File: config.mk
export PLATFORM = sky130hd
export DESIGN_NAME = bist_sequencer
export DESIGN_NICKNAME = d
export VERILOG_FILES = /design/src/rtl/bist_pkg.sv /design/src/rtl/bist_run_timer.sv /design/src/rtl/bist_sequencer.sv
export SDC_FILE = /design/constraint.sdc
export NUM_CORES = 1
export LEC_CHECK = 0
export ABC_AREA = 0
export CORE_MARGIN = 1
export CORE_UTILIZATION = 40
export DETAILED_ROUTE_END_ITERATION = 7
export PLACE_DENSITY = 0.7
export SYNTH_ARGS = -nofsm -noshare
export SYNTH_HDL_FRONTEND = slang
export SYNTH_SLANG_ARGS = --single-unit
File: constraint.sdc
create_clock -name clk -period 3.29 [get_ports clk]
set_input_delay 0.658 -clock clk [delete_from_list [all_inputs] [get_ports clk]]
set_output_delay 0.658 -clock clk [all_outputs]
set_load 0.02 [all_outputs]
File: src/rtl/bist_pkg.sv
// Shared types and constants for the BIST sequencer and engine.
// Holds the sequencer state encoding and the engine field widths.
package bist_pkg;

  localparam int CFG_W    = 5;
  localparam int CHK_W    = 5;
  localparam int BSR_W    = CFG_W + CHK_W;
  localparam int STATUS_W = 16;

  localparam logic [3:0] STATUS_CLEAN    = 4'hF;
  localparam logic [3:0] STATUS_MISMATCH = 4'h5;

  typedef enum logic [2:0] {
    IDLE    = 3'd0,
    LOAD    = 3'd1,
    UPD     = 3'd2,
    GAP     = 3'd3,
    SWITCH  = 3'd4,
    RUN     = 3'd5,
    SETTLE  = 3'd6,
    CAPTURE = 3'd7
  } bist_state_t;

  function automatic int clog2(input int value);
    int res;
    int v;
    res = 0;
    v = value - 1;
    while (v > 0) begin
      res = res + 1;
      v = v >> 1;
    end
    return res;
  endfunction

endpackage

File: src/rtl/bist_run_timer.sv
// 16-bit saturating run counter with clear/enable and a fixed limit compare.
// Used for the sequencer run budget and for engine watchdogs.
module bist_run_timer #(
  parameter int TIMEOUT = 1024
) (
  input  logic        clk,
  input  logic        rst,
  input  logic        clear,
  input  logic        en,
  output logic [15:0] count,
  output logic        expired
);

  // Counter register; saturation is a safety net, the limit stops it first.
  always_ff @(posedge clk) begin
    if (rst) begin
      count <= 16'd0;
    end else if (clear) begin
      count <= 16'd0;
    end else if (en && (count != 16'hFFFF)) begin
      count <= count + 16'd1;
    end else begin
      count <= count;
    end
  end

  assign expired = (count == 16'(TIMEOUT));

endmodule

File: src/rtl/bist_sequencer.sv
// Loads a test program into the BIST engine, runs it and captures the verdict.
// All outputs are registered from the next state, so they align with the state.
module bist_sequencer
  import bist_pkg::*;
#(
  parameter  int DEPTH   = 256,
  parameter  int TIMEOUT = 1024,
  parameter  int UPD_GAP = 2,
  localparam int WIDTH   = clog2(DEPTH)
) (
  input  logic                clk,
  input  logic                TLR,
  input  logic                start,
  input  logic [WIDTH:0]      len,
  input  logic                ent_valid,
  output logic                ent_ready,
  input  logic [BSR_W-1:0]    ent_data,
  output logic                busy,
  output logic                GETTEST_SELECT,
  output logic                UPDATEDR,
  output logic [BSR_W-1:0]    BSR,
  output logic                RUNBIST_SELECT,
  output logic                enable,
  input  logic                RESET_SM,
  input  logic                error,
  input  logic [STATUS_W-1:0] BIST_STATUS,
  output logic                done,
  output logic                pass,
  output logic                timeout,
  output logic [STATUS_W-1:0] status,
  output logic [15:0]         run_cycles
);

  localparam int LEN_W = WIDTH + 1;

  bist_state_t      state;
  bist_state_t      next_state;
  logic [LEN_W-1:0] remaining;
  logic [LEN_W-1:0] len_clamped;
  logic [15:0]      gap_cnt;
  logic [15:0]      run_count;
  logic             run_expired;
  logic             run_en;
  logic             start_acc;
  logic             accept;
  logic             run_abort;
  logic             first_run;

  assign len_clamped = (len > LEN_W'(DEPTH)) ? LEN_W'(DEPTH) : len;
  assign start_acc   = (state == IDLE) && start;
  assign run_en      = (next_state == RUN);
  // The engine may still show a stale stop pulse on the first run cycle.
  assign first_run   = (run_count == 16'd1);

  bist_run_timer #(
    .TIMEOUT (TIMEOUT)
  ) u_run_timer (
    .clk     (clk),
    .rst     (TLR),
    .clear   (start_acc),
    .en      (run_en),
    .count   (run_count),
    .expired (run_expired)
  );

  // Next-state logic.
  always_comb begin
    next_state = state;
    accept     = 1'b0;
    run_abort  = 1'b0;
    case (state)
      IDLE: begin
        if (start) begin
          next_state = (len == {LEN_W{1'b0}}) ? SWITCH : LOAD;
        end else begin
          next_state = IDLE;
        end
      end
      LOAD: begin
        if (ent_valid && ent_ready) begin
          accept     = 1'b1;
          next_state = UPD;
        end else begin
          next_state = LOAD;
        end
      end
      UPD: next_state = GAP;
      GAP: begin
        if (gap_cnt == 16'd0) begin
          next_state = (remaining != {LEN_W{1'b0}}) ? LOAD : SWITCH;
        end else begin
          next_state = GAP;
        end
      end
      SWITCH: next_state = RUN;
      RUN: begin
        // An engine stop beats a simultaneous timeout.
        if (RESET_SM && !first_run) begin
          next_state = SETTLE;
        end else if (run_expired) begin
          run_abort  = 1'b1;
          next_state = SETTLE;
        end else begin
          next_state = RUN;
        end
      end
      SETTLE:  next_state = CAPTURE;
      CAPTURE: next_state = IDLE;
      default: next_state = IDLE;
    endcase
  end

  // State register and control outputs decoded from the next state.
  always_ff @(posedge clk) begin
    if (TLR) begin
      state          <= IDLE;
      busy           <= 1'b0;
      ent_ready      <= 1'b0;
      GETTEST_SELECT <= 1'b0;
      UPDATEDR       <= 1'b0;
      RUNBIST_SELECT <= 1'b0;
      enable         <= 1'b0;
      done           <= 1'b0;
    end else begin
      state          <= next_state;
      busy           <= (next_state != IDLE);
      ent_ready      <= (next_state == LOAD);
      GETTEST_SELECT <= (next_state inside {LOAD, UPD, GAP});
      UPDATEDR       <= (next_state == UPD);
      RUNBIST_SELECT <= (next_state inside {RUN, SETTLE, CAPTURE});
      enable         <= (next_state == RUN);
      done           <= (next_state == CAPTURE);
    end
  end

  // Load datapath: BSR holding register, remaining entries and gap timer.
  always_ff @(posedge clk) begin
    if (TLR) begin
      BSR       <= {BSR_W{1'b0}};
      remaining <= {LEN_W{1'b0}};
      gap_cnt   <= 16'd0;
    end else begin
      if (accept) begin
        BSR <= ent_data;
      end else begin
        BSR <= BSR;
      end
      if (start_acc) begin
        remaining <= len_clamped;
      end else if (state == UPD) begin
        remaining <= remaining - LEN_W'(1);
      end else begin
        remaining <= remaining;
      end
      if (state == UPD) begin
        gap_cnt <= 16'(UPD_GAP - 1);
      end else if ((state == GAP) && (gap_cnt != 16'd0)) begin
        gap_cnt <= gap_cnt - 16'd1;
      end else begin
        gap_cnt <= gap_cnt;
      end
    end
  end

  // Result registers, cleared by an accepted start and latched in CAPTURE.
  always_ff @(posedge clk) begin
    if (TLR) begin
      pass       <= 1'b0;
      timeout    <= 1'b0;
      status     <= {STATUS_W{1'b0}};
      run_cycles <= 16'd0;
    end else if (start_acc) begin
      pass       <= 1'b0;
      timeout    <= 1'b0;
      status     <= {STATUS_W{1'b0}};
      run_cycles <= 16'd0;
    end else begin
      timeout <= timeout | run_abort;
      if (state == CAPTURE) begin
        status     <= BIST_STATUS;
        run_cycles <= run_count;
        pass       <= !error && !timeout;
      end else begin
        status     <= status;
        run_cycles <= run_cycles;
        pass       <= pass;
      end
    end
  end

endmodule

==> impl_metrics.py <==
metrics = {
    "sta": {
        "setup_viol": 0,
        "worstMarginPinSlew_ns": 0.6558,
        "worst_slack_ns": 0.4960,
        "rsz0062_at_grt": "no",
        "relSlewSlack": 0.5612,
        "hold_viol": 0,
        "layout_min_cycle_time_ns": 2.794,
        "finalSetupTns_ns": 0,
        "fin_worst_skew_ns": 0.01150,
        "finalCritPeriodShare": 0.8492,
        "maxSlewViolCount": 0,
        "fmax_ghz": 0.3579,
    },
    "final_layout": {
        "layout_common_cells": "103 x nand2_1, 95 x dfxtp_1, 91 x clkdlybuf4s50_1, 71 x a21oi_1, 27 x nor2_1",
        "layout.nets": 655,
        "finish.utilization": 0.5393,
        "mostFrequentLayoutCell": "nand2_1",
        "diodes": 0,
        "area_growth_pct": 30.77,
        "drive_gt1_frac": 0.06536,
    },
    "detailed_routing": {
        "drc": 0,
        "drt.antenna.violating_nets": 0,
        "wl_mm": 10.57,
        "wl_per_cell_um": 14.13,
        "viasPerCell": 5.320,
        "drt-pass1-iter-count": 5,
        "routed-via-count": 3979,
        "drt_iter0_drc": 188,
    },
    "critical_path": {
        "start_kind": "register",
        "end_kind": "register",
        "max_stage_delay_ns": 0.63,
        "crit_type": "register to register",
        "required_ns": 3.56,
        "critPathSlowestCell": "or4b_2",
        "path_cells": "ha_1 > or4b_2 > o41ai_4 > a32oi_2 > buf_4 > o41a_1 > a311oi_1",
        "r2r_slack_ns": 0.50,
        "crit_fanout": 23,
        "arrival_ns": 3.06,
    },
    "synthesis": {
        "seq_area_frac_synth": 0.4467,
        "synth_area_leaders": "dfxtp_1 45%, nand2_1 9.1%, a21oi_1 8.3%",
        "yosysTopAreaCell": "dfxtp_1",
        "ys_types": 54,
        "synth_top_area_frac": 0.4467,
        "syn_nets": 568,
        "synth_edf_count": 0,
        "synthCells": 520,
        "netlist_area_um2": 4258,
        "avgSynthCellArea_um2": 8.188,
        "ys_warn_count": 0,
        "synth_top_flop_cell": "dfxtp_1",
        "synth_seq_cells": 95,
        "synth-async-reset-ratio": 0,
    },
    "grt": {
        "grt_max_degree": 35,
        "grt_pass1_wl_mm": 18.08,
        "antenna_found_initial": 0,
        "track_usage": 0.2011,
        "grt_pass1_vias": 3830,
        "grt-ovfl-total": 0,
    },
    "power": {
        "ir_drop_uv": 268.8,
        "finalPower_mw": 2.357,
        "leakagePower_nw": 1.902,
        "power_density_nw_per_um2": 423.4,
    },
    "clocking": {
        "numCtsBuffers": 9,
        "cts_tree": "yes",
        "hold_buffers": 0,
        "clk_latency_ns": 0.36,
        "clock_path_buffers": 2,
        "htreeDepth": 3,
        "clk_pin_slew_ns": 0.09,
        "root_buffer": "clkbuf_8",
        "postCtsSetupBuffers": 0,
        "cts_num_sinks": 95,
        "cts_resized": 0,
    },
    "die": {
        "boundaryPins": 92,
        "coreArea_um2": 10320,
        "die_h_um": 105.2,
        "dieArea_um2": 11060,
        "num_rows": 37,
        "initial_core_util": 0.4124,
        "dieWidth_um": 105.2,
    },
    "place": {
        "dp_slack_ns": 0.3313,
        "hpwl_mm": 7.477,
        "place_congestion": 0.8121,
        "portBuffers": 91,
    },
    "status": {
        "status": "finished clean",
    },
    "flow_run": {
        "cap_violations": 0,
    },
    "min_path": {
        "hold_class": "register to register",
    },
}
## routing by layer
metal / global-route usage / vias to the layer above / share of wire
met5: 0 / - / 0
met4: 0.07344 / 0 / 0.011
met3: 0.04429 / 12 / 0.074
met2: 0.3392 / 138 / 0.47
met1: 0.2509 / 1808 / 0.44
li1: - / 2021 / -
## worst max-delay path, delay by kind of cell, from the launching register on
family	cells	cell delay [ns]
AOI/OAI and AO/OA	4	1.16
and+or+nand+nor	1	0.63
DFF	1	0.47
buffers and inverters	1	0.23
adders and majority gates	1	0.22
## layout make-up
cell class / instances / area, um2
Clock inverter: 7 / 117.6
Timing Repair Buffer: 105 / 1016
Fill cell: 945 / 4756
Tap cell: 136 / 170.2
Clock buffer: 9 / 123.9
Multi-Input combinational cell: 383 / 2190
Inverter: 13 / 48.80
Sequential cell: 95 / 1902
## power by group
group,leakage (nW),switching (mW),internal (mW)
clock,0.124,0.417,0.508
combinational,1.01,0.129,0.113
sequential,0.768,0.0202,1.17
total,1.90,0.566,1.79
## metrics by stage
step / cells / area, um2 / hold slack, ns
final: 748 / 5568 / 0.4570
after global routing: 748 / 5568 / 0.4712
after CTS: 748 / 5568 / 0.4601
after detailed placement: 732 / 5326 / 0.4470
after global placement: 732 / 5326 / 0.4413
after floorplan: 520 / 4258 / 0.4437
## registers in the layout (all words and copies together) (netlist names), 3 cells and up
register	count
BSR	10
gap_cnt	16
remaining	9
run_cycles	16
state	3
status	16
u_run_timer.count	16
## worst paths after layout
kind	startpoint	end	depth (start not counted)
worst min-delay path	run_cycles[2]	run_cycles[2]	2
worst max register to register	u_run_timer.count[0]	u_run_timer.count[12]	7
worst min register to register	run_cycles[2]	run_cycles[2]	2
worst max-delay path	u_run_timer.count[0]	u_run_timer.count[12]	7
## logic make-up (layout without fill, tap and decap cells)
family	after synthesis	in the layout	share of synthesized area
buffers and inverters	42	134	0.04055
flip-flops	95	95	0.4467
adder cells (fa/ha/maj)	7	7	0.02057
multiplexers	7	7	0.01675
AND/OR/NAND/NOR	240	240	0.2806
AO/OA/AOI/OAI	117	117	0.1701
XOR/XNOR	12	12	0.02468
## cell usage after synthesis (all sizes together) (3+ instances only)
cell	number
a211oi	5
a21oi	71
and3	6
clkbuf	27
dfxtp	95
ha	7
inv	12
mux2i	6
nand2	103
nand3	17
nand4	9
nand4b	3
nor2	27
nor3	13
nor3b	3
nor4	10
o21ai	9
o31ai	10
or2	4
or3	15
or4	18
xnor2	6
xor2	6
Power figures use the tool's default switching activity.
